`src/rtl/cdc_hs_pkg.sv`:
```
// Shared definitions for the toggle req/ack handshake crossing (tx and rx ends).
package cdc_hs_pkg;

  typedef enum logic {
    IDLE     = 1'b0,
    WAIT_ACK = 1'b1
  } hs_state_e;

  localparam int SYNC_STAGES_MIN = 2;
  localparam int SYNC_STAGES_MAX = 4;

endpackage

```
`src/rtl/cdc_sync_chain.sv`:
```
// Plain flop chain synchronizer for a single asynchronous level/toggle signal.
module cdc_sync_chain #(
  parameter int STAGES = 2
) (
  input  logic clk_i,
  input  logic rst_l_i,
  input  logic d_i,
  output logic q_o
);

  logic [STAGES-1:0] sync_q;

  always_ff @(posedge clk_i) begin
    if (!rst_l_i) begin
      sync_q <= '0;
    end else begin
      sync_q <= {sync_q[STAGES-2:0], d_i};
    end
  end

  assign q_o = sync_q[STAGES-1];

endmodule

```
`src/rtl/cdc_hs_tx.sv`:
```
// Transmit end of a 2-phase toggle req/ack crossing: holds a payload, toggles req,
// and waits for the synchronized ack toggle before accepting the next payload.
module cdc_hs_tx
  import cdc_hs_pkg::*;
#(
  parameter int DATA_WIDTH  = 64,
  parameter int SYNC_STAGES = 2,
  parameter int TIMEOUT_CYC = 1024
) (
  input  logic                  rclk,
  input  logic                  rst_l,
  input  logic                  in_val,
  input  logic [DATA_WIDTH-1:0] in_data,
  output logic                  in_rdy,
  output logic                  xfer_req,
  output logic [DATA_WIDTH-1:0] xfer_data,
  input  logic                  ack_async,
  output logic                  xfer_done,
  output logic                  busy,
  output logic                  err_timeout,
  input  logic                  err_clr
);

  localparam int TW = (TIMEOUT_CYC == 0) ? 1 : $clog2(TIMEOUT_CYC + 1);
  localparam logic [TW-1:0] TMAX  = TW'(TIMEOUT_CYC);
  localparam logic [TW-1:0] TLAST = TW'(TIMEOUT_CYC - 1);

  hs_state_e             state_q;
  logic                  req_q;
  logic [DATA_WIDTH-1:0] data_q;
  logic [TW-1:0]         timer_q;
  logic [TW-1:0]         timer_d;
  logic                  done_q;
  logic                  err_q;
  logic                  run_q;
  logic                  ack_s;
  logic                  ack_match;
  logic                  timeout_hit;

  cdc_sync_chain #(
    .STAGES (SYNC_STAGES)
  ) u_ack_sync (
    .clk_i   (rclk),
    .rst_l_i (rst_l),
    .d_i     (ack_async),
    .q_o     (ack_s)
  );

  // run_q keeps in_rdy low while reset is held, without a path from rst_l to the output.
  assign ack_match   = (ack_s == req_q);
  assign in_rdy      = run_q & (state_q == IDLE) & ack_match;
  assign timeout_hit = (TIMEOUT_CYC != 0) && (timer_q == TLAST);

  always_comb begin
    timer_d = timer_q;
    if ((TIMEOUT_CYC != 0) && (timer_q != TMAX)) begin
      timer_d = timer_q + TW'(1);
    end
  end

  always_ff @(posedge rclk) begin
    if (!rst_l) begin
      state_q <= IDLE;
      req_q   <= 1'b0;
      data_q  <= '0;
      timer_q <= '0;
      done_q  <= 1'b0;
      err_q   <= 1'b0;
      run_q   <= 1'b0;
    end else begin
      run_q  <= 1'b1;
      done_q <= 1'b0;
      if (err_clr) begin
        err_q <= 1'b0;
      end
      case (state_q)
        IDLE: begin
          if (in_val && in_rdy) begin
            data_q  <= in_data;
            req_q   <= ~req_q;
            timer_q <= '0;
            state_q <= WAIT_ACK;
          end
        end
        WAIT_ACK: begin
          if (ack_match) begin
            state_q <= IDLE;
            done_q  <= 1'b1;
          end else begin
            timer_q <= timer_d;
            // a late set overrides a same-cycle err_clr
            if (timeout_hit) begin
              err_q <= 1'b1;
            end
          end
        end
      endcase
    end
  end

  assign xfer_req    = req_q;
  assign xfer_data   = data_q;
  assign xfer_done   = done_q;
  assign busy        = (state_q == WAIT_ACK);
  assign err_timeout = err_q;

endmodule
```
`config.mk`:
```
export PLATFORM = sky130hd
export DESIGN_NAME = cdc_hs_tx
export DESIGN_NICKNAME = d
export VERILOG_FILES = /design/src/rtl/cdc_hs_pkg.sv /design/src/rtl/cdc_sync_chain.sv /design/src/rtl/cdc_hs_tx.sv
export SDC_FILE = /design/constraint.sdc
export NUM_CORES = 1
export LEC_CHECK = 0
export CORE_ASPECT_RATIO = 1.4
export CORE_UTILIZATION = 41
export DETAILED_ROUTE_END_ITERATION = 10
export PLACE_DENSITY = 0.87
export RECOVER_POWER = 100
export SYNTH_ARGS = -nofsm -noshare
export SYNTH_HDL_FRONTEND = slang
export SYNTH_HIERARCHICAL = 1
export SYNTH_SLANG_ARGS = --single-unit
```
`constraint.sdc`:
```
create_clock -name rclk -period 2.6 [get_ports rclk]
set_clock_uncertainty 0.2 [all_clocks]
set_input_delay 0.39 -clock rclk [delete_from_list [all_inputs] [get_ports rclk]]
set_output_delay 0.39 -clock rclk [all_outputs]
set_load 0.05 [all_outputs]
```
; ---- Word level (Yosys, flattened, before mapping)
; Index checks and enable logic that the tools add are counted.
; Widths: inputs -> output; s select.
[totals]
reg_bits = 82
word_cells = 36
input_bits = 69
[classes]
n_eq_ne = 6
n_bitwise = 4
reduce_logical = 4
add_sub_neg = 1
mux = 13
[ops]
columns = cell, count
row1 = $mux 11, 3
row2 = $pmux 11 s2, 1
row3 = $add 11x1->11 const B, 1
row4 = $eq 11x10->1 const B, 1
row5 = $ne 11x11->1 const B, 1
row6 = $mux 1, 8
row7 = $ne 2x1->1 const B, 2
row8 = $reduce_and 2->1, 2
row9 = $reduce_and 3->1, 1
row10 = $and 1x1->1, 2
row11 = $ne 2x2->1 const B, 1
row12 = $not 1->1, 2
row13 = $pmux 1 s2, 1
row14 = $eq 1x1->1, 1
row15 = $logic_and 1x1->1, 1

; ---- Depth between registers and ports, before layout
[depth]
ltp_word = 6
depth_mapped = 6

; ---- Cells and area by module
; Netlist, hierarchy kept.
[modules_own_cells]
columns = module, area_each_um2, instances, cells_per_inst
row1 = cdc_hs_tx, 2992.9, 1, 377
row2 = cdc_sync_chain, 52.6, 1, 4

; ---- Worst setup path after synthesis
; No wires, ideal clock.
[synth_timing]
path_type = register to output
startpoint = register req_q (netlist: xfer_req)
endpoint = output in_rdy
arrival_ns = 1.362
path_stages_with_launch = 3
path_slack_ns = 0.648
path_buffers = 0
path_cell_list = dfxtp_1 xnor2_1 and2_1
[synth_between]
elab_chain_len = 2
[synth_lines]
columns = element, line_no
row1 = from (decl), cdc_hs_tx.sv:29  ; logic req_q;
row2 = from (signal assigned), cdc_hs_tx.sv:80  ; req_q <= ~req_q;
row3 = $eq 1x1->1, cdc_hs_tx.sv:50  ; assign ack_match = (ack_s == req_q);
row4 = $and 1x1->1, cdc_hs_tx.sv:51  ; assign in_rdy = run_q & (state_q == IDLE) & ack_match;
row5 = to (decl), cdc_hs_tx.sv:14  ; output logic in_rdy,
; No other way between the ends.

; ---- Final worst setup path
[layout_timing]
startpoint = register state_q (netlist: busy)
endpoint = output busy
[layout_rtl]
columns = element, line_no
row1 = from (decl), cdc_hs_tx.sv:28  ; hs_state_e state_q;
row2 = from (signal assigned), cdc_hs_tx.sv:63  ; state_q <= IDLE;
row3 = from (signal assigned), cdc_hs_tx.sv:82  ; state_q <= WAIT_ACK;
row4 = from (signal assigned), cdc_hs_tx.sv:87  ; state_q <= IDLE;
row5 = to (decl), cdc_hs_tx.sv:19  ; output logic busy,
; No word-level cell between the ends.

==> results.ini <==
[run_status]
status = completed

[worst_setup_path]
crit_path_cell_trace = dlygate4sd3_1
setup.worst_path.class = register to output port
critPathLaunchType = register
critPathArrivalTime_ns = 1.71
cp_data_required_time_ns = 2.01
critical_path.slowest_cell = dlygate4sd3_1
crit_path_end_kind = output port
biggest_fanout_along_the_worst_timing_path = 8
worst-r2r-setup-slack_ns = 0.37
cp_num_buf_inv = 1
worst_path_largest_cell_delay_ns = 0.93
cpLargestDelayFamily = buffers and inverters

[cells_and_area]
final-seq-area_um2 = 1642
post_route_cells_drive_above_1_share_pct = 4.466
area_of_the_multi_input_gates_um2 = 1281
antennaDiodeCount = 0
finalNetCount = 582
synthToLayoutAreaGrowth_pct = 53.57
number_of_inserted_filler_cells_in_the_final_layout = 595
stdcell_area_um2 = 4677

[yosys]
syn_area_per_cell_um2 = 7.993
postSynthCellCount = 381
combined_area_of_all_synthesized_cells_um2 = 3045
cells_taking_the_most_area_after_synthesis = dfxtp_1, nand2_1, a21oi_1
synth_area_leader_cell = dfxtp_1
synth_fp_nets = 452
ys_seq_elements = 82
yosys.cell_types.count = 29
ys.warnings.count = 6
synth-seq-area-share_pct = 53.90
area_share_of_the_largest_cell_type_after_synthesis_pct = 53.90

[cts]
cts_tree = yes
cts.htree.levels = 3
hold_buffers = 0
cts.repair.resized = 0
clockRootBuffer = clkbuf_8
clock_sinks = 82
postCtsSetupRepairBufs = 0
clock_latency_ns = 0.33
ctsLongestPathBuffers = 2
cts.reportedPaths.clkPinSlew_ns = 0.08
cts_made_buffers = 9

[global_routing]
grtUsageMet1_pct = 22.31
grt_antenna_before_repair = 0
grt_busiest_layer = met2
grt_overflow = 0
groute.usage.overall_pct = 22.14
met2_routing_resource_usage_after_global_routing_pct = 40.41
groute.layer.met3.usage_pct = 4.264
grt_max_degree = 46
first_global_vias = 2993
first_pass_grt_wire_length_um = 13500

[floorplan]
placementRows = 36
die-height_um = 104.0
floorplan.die.width_um = 74.84
core_region_area_um2 = 7072
effective_utilization_at_floorplan_pct = 43.06
floorplan.io_pins = 138
dieArea_um2 = 7781

[placement]
place_area_um2 = 4486
place.detailed.hpwl_um = 6154
pre_cts_slack_ns = 0.3962
place_congestion = 0.8730
place.port_buffers = 137

[route]
drt_drc_violations_left = 0
dr.first_iter.drc_count = 122
vias_per_cell = 5.074
antenna_violating_nets_left = 0
detailroute.via_count = 3095
drtPass1Iterations = 4
average_routed_wire_per_standard_cell_um = 13.64
drt-total-wl_um = 8321

[sta]
finalHoldViolations = 0
max_frequency_ghz = 0.4346
postLayoutSetupSlackWorst_ns = 0.2992
worst_hold_slack_ns = 0.2351
rsz0062_at_grt = false
setup_total_neg_slack_ns = 0
timing.final.crit_period_ns = 2.301
timing.final.crit_share_pct = 88.49
final_number_of_max_transition_violations = 0
report.final.setup_viol = 0
max_slew_headroom_pct = 51.65
worstMarginPinSlew_ns = 0.7252

[min_path]
min-delay-path-class = register to register

[run]
maxCapViolCount = 0

[power_and_ir_drop]
p_leak_nw = 1.842
power.ir.vdd_worst_mv = 0.4035
totalPowerFinal_mw = 2.909
powerDensity_nw_per_um2 = 621.9

-- path summary, 6_finish.rpt --
| kind | from | end | depth (start not counted) |
|---|---|---|---|
| worst max-delay path | busy | busy | 1 |
| worst min-delay path | u_ack_sync/sync_q[0] | u_ack_sync/sync_q[1] | 1 |
| worst max register to register | xfer_req | xfer_data[28] | 5 |
| worst min register to register | u_ack_sync/sync_q[0] | u_ack_sync/sync_q[1] | 1 |
-- power by group --
| part | internal, mW | leakage (nW) | switching [mW] |
|---|---|---|---|
| logic | 0.220 | 1.08 | 0.373 |
| clock network | 0.534 | 0.0984 | 0.427 |
| registers | 1.32 | 0.668 | 0.0345 |
-- layout make-up --
class                      count  share of cell area (%)
multi-input combinational    269                   27.39
inverter                       6                  0.4815
clock buffer                  10                   2.729
tap                           95                   2.541
sequential                    82                   35.10
timing repair buffer         143                   30.04
clock inverter                 5                   1.712
-- cell usage after synthesis --
library cell  count
o211ai_2          1
nand2b_1          3
and3_1            2
clkbuf_1         15
xor2_1            1
nor4b_1           1
or3b_1            1
a31oi_1          12
and4_1            2
clkinv_1          1
a21oi_1          67
o21ai_0           3
nor2_1            6
inv_1             5
nand2_1         137
o41a_1            2
buf_2             9
nor2b_1           2
dfxtp_1          82
and4b_1           1
ha_1              2
or3_1             1
and2_1            7
nor3_1            2
nand4_1           4
nand4b_1          1
xnor2_1           2
o311ai_0          1
nand3_1           8
-- placed cells by master, fill, tap and decap left out, types with 2 or more instances in the layout --
cell type / instances
clkbuf_1: 2
nor3_1: 2
ha_1: 2
dlygate4sd3_1: 69
nand2b_1: 3
buf_4: 4
nand4_1: 4
nor2b_1: 2
clkbuf_2: 2
inv_1: 5
clkdlybuf4s50_1: 67
and2_1: 6
nand2_1: 137
dfxtp_1: 82
xnor2_1: 2
bufinv_16: 2
and4_1: 2
a31oi_1: 12
nor2_1: 6
o21ai_0: 3
a21oi_1: 67
clkinvlp_4: 2
clkbuf_8: 9
o41a_1: 2
nand3_1: 8
-- worst reg2reg max path, cell delays in order (launching register included) --
cell and delay [ns]:
dfxtp_1 0.36, xnor2_1 0.27, nand3_1 0.53, clkbuf_2 0.50
nand2_1 0.16, a21oi_1 0.07
-- routing by layer --
metal,routed length [µm],vias up
li1,-,1516
met1,3048,1428
met2,4455,127
met3,518,24
met4,299,0
met5,0,-
-- through the flow --
stage | utilization [%] | std cells
floorplan | - | 381
global placement | 63.43 | 595
CTS | 66.37 | 610
finish | 66.14 | 610
global route | 66.14 | 610
detailed placement | 63.43 | 595
-- cell families (layout without fill, tap and decap cells) --
family | count (synthesis) | in the layout | share of synthesized area [%]
compound gates | 86 | 86 | 15.41
xor+xnor | 3 | 3 | 0.8629
buf+inv | 30 | 164 | 4.067
fa+ha+maj | 2 | 2 | 0.8216
simple gates | 178 | 178 | 24.94
flops | 82 | 82 | 53.90
-- sequential cells by signal, indices dropped and copies added (netlist names) --
register           cells
err_timeout            1
run_q                  1
xfer_req               1
timer_q               11
u_ack_sync/sync_q      2
busy                   1
xfer_data             64
xfer_done              1
Note: power is estimated with default switching activity, not from simulation.
